File: config.mk
export PLATFORM = sky130hd
export DESIGN_NAME = uart_rx_os16
export DESIGN_NICKNAME = d
export VERILOG_FILES = /design/src/rtl/uart_rx_os16.sv
export SDC_FILE = /design/constraint.sdc
export NUM_CORES = 1
export LEC_CHECK = 0
export CORE_MARGIN = 2
export CORE_UTILIZATION = 50
export CTS_BUF_LIST = sky130_fd_sc_hd__clkbuf_8
export DETAILED_ROUTE_END_ITERATION = 10
export PLACE_DENSITY = 0.74
export REMOVE_ABC_BUFFERS = 1
export SLEW_MARGIN = 20
export SYNTH_ARGS = -nofsm -noshare
export SYNTH_HDL_FRONTEND = slang
export SYNTH_SLANG_ARGS = --single-unit
File: constraint.sdc
create_clock -name clk -period 2.13 [get_ports clk]
set_clock_uncertainty 0.2 [all_clocks]
set_input_delay 0.426 -clock clk [delete_from_list [all_inputs] [get_ports clk]]
set_output_delay 0.426 -clock clk [all_outputs]
set_load 0.005 [all_outputs]
File: src/rtl/uart_rx_os16.sv
// uart_rx_os16: 16x-oversampled 8N1 UART receiver feeding a small byte buffer.
// Define UART_RX_FIFO_EN for a FIFO_DEPTH-entry circular buffer; otherwise a single holding register.
module uart_rx_os16 #(
    parameter int FIFO_DEPTH = 4
) (
    input  logic       clk,
    input  logic       Rst_n,
    input  logic       baud_tick,
    input  logic       rx,
    input  logic       rd_en,
    input  logic       clr_err,
    output logic [7:0] dout,
    output logic       dvalid,
    output logic       ferr,
    output logic       overrun,
    output logic       rx_busy
);
    localparam logic [2:0] S_IDLE    = 3'd0;
    localparam logic [2:0] S_START   = 3'd1;
    localparam logic [2:0] S_DATA    = 3'd2;
    localparam logic [2:0] S_STOP    = 3'd3;
    localparam logic [2:0] S_WAIT_HI = 3'd4;

    logic       rx_meta_q, rx_s_q;
    logic [2:0] state_q, state_d;
    logic [3:0] os_cnt_q, os_cnt_d;
    logic [2:0] bit_idx_q, bit_idx_d;
    logic [7:0] shreg_q, shreg_d;
    logic       push_q, push_d;
    logic       ferr_q, ferr_d, ferr_set;
    logic       overrun_q, overrun_d, ovr_set;
    logic       pop, full, wr;

    always_ff @(posedge clk or negedge Rst_n) begin
        if (!Rst_n) begin
            rx_meta_q <= 1'b1;
            rx_s_q    <= 1'b1;
        end else begin
            rx_meta_q <= rx;
            rx_s_q    <= rx_meta_q;
        end
    end

    // NOTE: next-state logic uses blocking '=' with every output defaulted first, so no latch is inferred.
    always_comb begin
        state_d   = state_q;
        os_cnt_d  = os_cnt_q;
        bit_idx_d = bit_idx_q;
        shreg_d   = shreg_q;
        push_d    = 1'b0;
        ferr_set  = 1'b0;
        if (baud_tick) begin
            case (state_q)
                S_IDLE: begin
                    if (!rx_s_q) begin
                        state_d  = S_START;
                        os_cnt_d = 4'd0;
                    end
                end
                S_START: begin
                    os_cnt_d = os_cnt_q + 4'd1;
                    // Confirmation lands 7 ticks after detection: the tick on which os_cnt reaches 7.
                    if (os_cnt_q == 4'd6) begin
                        if (!rx_s_q) begin
                            state_d   = S_DATA;
                            os_cnt_d  = 4'd0;
                            bit_idx_d = 3'd0;
                        end else begin
                            state_d = S_IDLE;
                        end
                    end
                end
                S_DATA: begin
                    os_cnt_d = os_cnt_q + 4'd1;
                    if (os_cnt_q == 4'd15) begin
                        shreg_d[bit_idx_q] = rx_s_q;
                        if (bit_idx_q == 3'd7) state_d = S_STOP;
                        else                   bit_idx_d = bit_idx_q + 3'd1;
                    end
                end
                S_STOP: begin
                    os_cnt_d = os_cnt_q + 4'd1;
                    if (os_cnt_q == 4'd15) begin
                        if (rx_s_q) begin
                            push_d  = 1'b1;
                            state_d = S_IDLE;
                        end else begin
                            ferr_set = 1'b1;
                            state_d  = S_WAIT_HI;
                        end
                    end
                end
                S_WAIT_HI: begin
                    if (rx_s_q) state_d = S_IDLE;
                end
                default: state_d = S_IDLE;
            endcase
        end
    end

    always_ff @(posedge clk or negedge Rst_n) begin
        if (!Rst_n) begin
            state_q   <= S_IDLE;
            os_cnt_q  <= 4'd0;
            bit_idx_q <= 3'd0;
            shreg_q   <= 8'h00;
            push_q    <= 1'b0;
            ferr_q    <= 1'b0;
            overrun_q <= 1'b0;
        end else begin
            state_q   <= state_d;
            os_cnt_q  <= os_cnt_d;
            bit_idx_q <= bit_idx_d;
            shreg_q   <= shreg_d;
            push_q    <= push_d;
            ferr_q    <= ferr_d;
            overrun_q <= overrun_d;
        end
    end

`ifdef UART_RX_FIFO_EN
    localparam int AW = $clog2(FIFO_DEPTH);
    localparam int CW = AW + 1;
    localparam logic [AW:0] FULL_CNT = CW'(FIFO_DEPTH);

    logic [7:0]    mem_q [FIFO_DEPTH];
    logic [7:0]    mem_d [FIFO_DEPTH];
    logic [AW-1:0] wr_ptr_q, wr_ptr_d, rd_ptr_q, rd_ptr_d;
    logic [AW:0]   count_q, count_d;

    always_comb begin
        pop      = rd_en && (count_q != '0);
        full     = (count_q == FULL_CNT);
        wr       = push_q && (!full || pop);
        mem_d    = mem_q;
        wr_ptr_d = wr_ptr_q;
        rd_ptr_d = rd_ptr_q;
        count_d  = count_q;
        if (wr) begin
            mem_d[wr_ptr_q] = shreg_q;
            wr_ptr_d        = wr_ptr_q + AW'(1);
        end
        if (pop) rd_ptr_d = rd_ptr_q + AW'(1);
        case ({wr, pop})
            2'b10:   count_d = count_q + CW'(1);
            2'b01:   count_d = count_q - CW'(1);
            default: count_d = count_q;
        endcase
    end

    // NOTE: storage is reset as well so the head byte reads 0x00 straight out of reset.
    always_ff @(posedge clk or negedge Rst_n) begin
        if (!Rst_n) begin
            mem_q    <= '{default: 8'h00};
            wr_ptr_q <= '0;
            rd_ptr_q <= '0;
            count_q  <= '0;
        end else begin
            mem_q    <= mem_d;
            wr_ptr_q <= wr_ptr_d;
            rd_ptr_q <= rd_ptr_d;
            count_q  <= count_d;
        end
    end

    assign dout   = mem_q[rd_ptr_q];
    assign dvalid = (count_q != '0);
`else
    logic [7:0] hold_q, hold_d;
    logic       valid_q, valid_d;

    always_comb begin
        pop     = rd_en && valid_q;
        full    = valid_q;
        wr      = push_q && (!full || pop);
        hold_d  = wr ? shreg_q : hold_q;
        valid_d = wr || (valid_q && !pop);
    end

    always_ff @(posedge clk or negedge Rst_n) begin
        if (!Rst_n) begin
            hold_q  <= 8'h00;
            valid_q <= 1'b0;
        end else begin
            hold_q  <= hold_d;
            valid_q <= valid_d;
        end
    end

    assign dout   = hold_q;
    assign dvalid = valid_q;
`endif

    // A set in the same cycle as clr_err wins; neither flag clears on its own.
    always_comb begin
        ovr_set   = push_q && full && !pop;
        ferr_d    = ferr_set || (ferr_q && !clr_err);
        overrun_d = ovr_set || (overrun_q && !clr_err);
    end

    assign ferr    = ferr_q;
    assign overrun = overrun_q;
    assign rx_busy = (state_q != S_IDLE);

    a_fifo_depth_legal: assert property (@(posedge clk)
        (FIFO_DEPTH >= 2) && ((FIFO_DEPTH & (FIFO_DEPTH - 1)) == 0));

endmodule
==> impl_metrics.csv <==
group,metric,value,unit
synth,synth-simple-area-share,16.03,%
synth,synth_top_area_cell,"dfrtp_1",
synth,ys_warn_count,0,
sta,whs,0.1630,ns
finish,postLayoutCellArea,0.001961,mm²
finish,insertedDiodeCount,0,
floorplan,die-height,60.29,µm
synth,seq_area_frac_synth,50.71,%
synth,synth_top_family_by_area,"simple AND/OR/NAND/NOR gates",
worst_setup_path,critPathCaptureType,"flop",
global_routing,antenna_found_initial,0,
synth,post-synth-top-area-fraction,47.39,%
worst_setup_path,crit_required,2.10,ns
power,totalPowerFinal,1.621,mW
cts,cts.reportedPaths.clkPinSlew,0.07,ns
placed_design,portBuffers,17,
power,ir_worst_vdd,0.4200,mV
sta,layout_min_cycle_time,2.031,ns
min_path,hold_class,"reg2reg",
power,leakage,0.9268,nW
placed_design,placed_cell_area,0.001847,mm²
synth,syn-cell-area,0.001584,mm²
synth,synth_compound_area_share,15.56,%
worst_setup_path,arrival,2.00,ns
synth,synth_fa_ha_area_share,3.160,%
drt,num_vias,1138,
sta,rsz0062_at_grt,"false",
drt,avgRoutedWirePerCell,14.40,µm
worst_setup_path,cp_slowest_cell,"dfrtp_1",
drt,drcViolationCount,0,
run,maxCapViolCount,0,
floorplan,initial_core_util,52.31,%
cts,cts_hold_buf,0,
cts,cts_htree_levels,2,
sta,tns,0,ns
worst_setup_path,cp_max_fo,5,
cts,clock_latency,0.28,ns
drt,ant_nets,0,
worst_setup_path,cp_common_cell,"ha_1",
synth,ys_seq_elements,32,
synth,yosys.cell_types.count,41,
worst_setup_path,cp_cell_sequence,"ha_1 -> ha_1 -> mux2i_1 -> a211oi_2 -> mux2_4",
cts,cts_tree,"yes",
synth,muxShareOfSynthArea,9.953,%
placed_design,pre_cts_ws,0.04641,ns
finish,nets,175,
cts,root_buffer,"clkbuf_8",
floorplan,row_count,20,
run_status,status,"finished clean",
sta,clock.fmax,0.4924,GHz
worst_setup_path,crit_path_start_kind,"flop",
synth,yosys.area_share.xor_xnor,0,%
finish,drive_above_1_share,24.70,%
global_routing,grt_pass1_vias,1065,
global_routing,grt_max_degree,33,
floorplan,core_area,0.003028,mm²
power,powerDensity,826.9,mW/mm²
global_routing,grt_pass1_wl,5023,µm
synth,syn_inst,135,
drt,first_iter_violations,44,
sta,finalSetupViolCount,0,
worst_setup_path,crit_family,"flip-flops",
cts,clock-sinks,32,
worst_setup_path,crit_type,"reg2reg",
sta,min_period_over_period,95.35,%
floorplan,die_w,60.29,µm
worst_setup_path,crit_buf_inv,0,
synth,synthTopCellsByArea,"dfrtp_1, mux2_2, dfstp_2",
placed_design,gp_congestion,0.7848,
drt,viasPerCell,5.419,
floorplan,io_pins,18,
sta,drv_slew,0,
sta,worstMarginPinSlew,0.4115,ns
global_routing,grtUsageTotal,19.65,%
global_routing,overflow,0,
finish,syn2layout_area_growth,23.78,%
cts,numCtsBuffers,5,
cts,cts_buffer_depth,2,
sta,worst_slack,0.09903,ns
sta,slew_headroom,72.18,%
drt,routed_wl,3023,µm
drt,drt_first_pass_iters,4,
sta,final_hold_viol_count,0,
synth,syn_area_per_cell,11.73,µm²
worst_setup_path,max_stage_delay,0.46,ns
floorplan,die_area,0.003634,mm²
placed_design,place_hpwl,2115,µm
layer usage:
layer	wire length [µm]	GRT usage [%]	vias up
met5	0	0	-
met4	64	8.571	0
met3	134	6.710	9
met2	1559	31.99	30
met1	1265	23.42	549
li1	-	-	550
Yosys cell counts:
cell / instances
a211oi_2: 1
a21boi_0: 1
a21o_1: 2
a21oi_1: 2
a22oi_1: 1
a311oi_4: 1
and3_1: 1
and3b_2: 1
and4_4: 1
buf_2: 1
buf_4: 2
buf_6: 1
clkbuf_1: 1
dfrtp_1: 30
dfstp_2: 2
ha_1: 4
inv_1: 10
mux2_2: 10
mux2_4: 1
mux2i_1: 3
nand2_1: 11
nand2b_1: 5
nand3_1: 6
nand4_1: 2
nand4_4: 1
nand4b_4: 1
nor2_1: 3
nor2_4: 1
nor3_1: 4
nor4b_1: 1
o21ai_0: 7
o21ai_1: 1
o22a_1: 1
o22ai_1: 2
o311a_1: 2
o31ai_1: 6
o32ai_1: 1
o32ai_2: 1
o41ai_2: 1
or2_2: 1
or3b_1: 1
cells by family after synthesis:
family,Yosys count
AO/OA/AOI/OAI,30
adder cells (fa/ha/maj),4
buffers and inverters,15
flip-flops,32
multiplexers,14
AND/OR/NAND/NOR,40
report_power, final:
part | switching [mW] | internal [mW] | total [mW]
Combinational | 0.219 | 0.209 | 0.428
Sequential | 0.0656 | 0.659 | 0.724
Clock | 0.215 | 0.254 | 0.469
per-stage QoR:
stage | instances | utilization (%)
finish | 210 | 64.75
global route | 210 | 64.75
CTS | 208 | 64.26
detailed placement | 199 | 60.99
global placement | 199 | 60.99
floorplan | 130 | -
cell usage in the layout, fill, tap and decap left out, drive strengths merged, types with 2 or more instances in the layout:
cell type / n
dfstp: 2
o311a: 2
a21oi: 2
ha: 4
clkdlybuf4s50: 17
nand2: 11
a21o: 2
buf: 11
o21ai: 8
nand3: 6
clkbuf: 6
mux2i: 3
nand2b: 5
o22ai: 2
nor3: 4
nand4: 3
mux2: 11
o32ai: 2
inv: 12
dfrtp: 30
o31ai: 6
nor2: 4
registers in the layout, indices dropped and copies added, names as in the netlist:
name / count
rx_meta_q: 1
push_q: 1
bit_idx_q: 3
rx_s_q: 1
dvalid: 1
dout: 8
shreg_q: 8
ferr: 1
overrun: 1
state_q: 3
os_cnt_q: 4
timing repair:
| item | CTS | global route |
|---|---|---|
| pin swaps | 1 | 0 |
| resized for setup | 1 | 0 |
| setup endpoints to repair | 1 | 1 |
| buffers inserted | 1 | 2 |
cell type report:
class / count / area, µm²
clock inverters: 2 / 7.507
well taps: 44 / 55.05
inverters: 10 / 37.54
fillers: 245 / 1067
flip-flops and latches: 32 / 804.5
repair buffers: 28 / 265.3
clock buffers: 6 / 82.58
multi-input cells: 88 / 708.2
final timing paths:
path,startpoint,to,slack (ns),cells past startpoint
worst max-delay path,bit_idx_q[0],state_q[0],0.1,5
worst min-delay path,rx_meta_q,rx_s_q,0.16,0
worst max register to register,bit_idx_q[0],state_q[0],0.1,5
worst min register to register,rx_meta_q,rx_s_q,0.16,0
max in group asynchronous,Rst_n,rx_s_q,1.07,2
min in group asynchronous,Rst_n,os_cnt_q[1],0.33,2
Note: power is estimated with default switching activity, not from simulation.
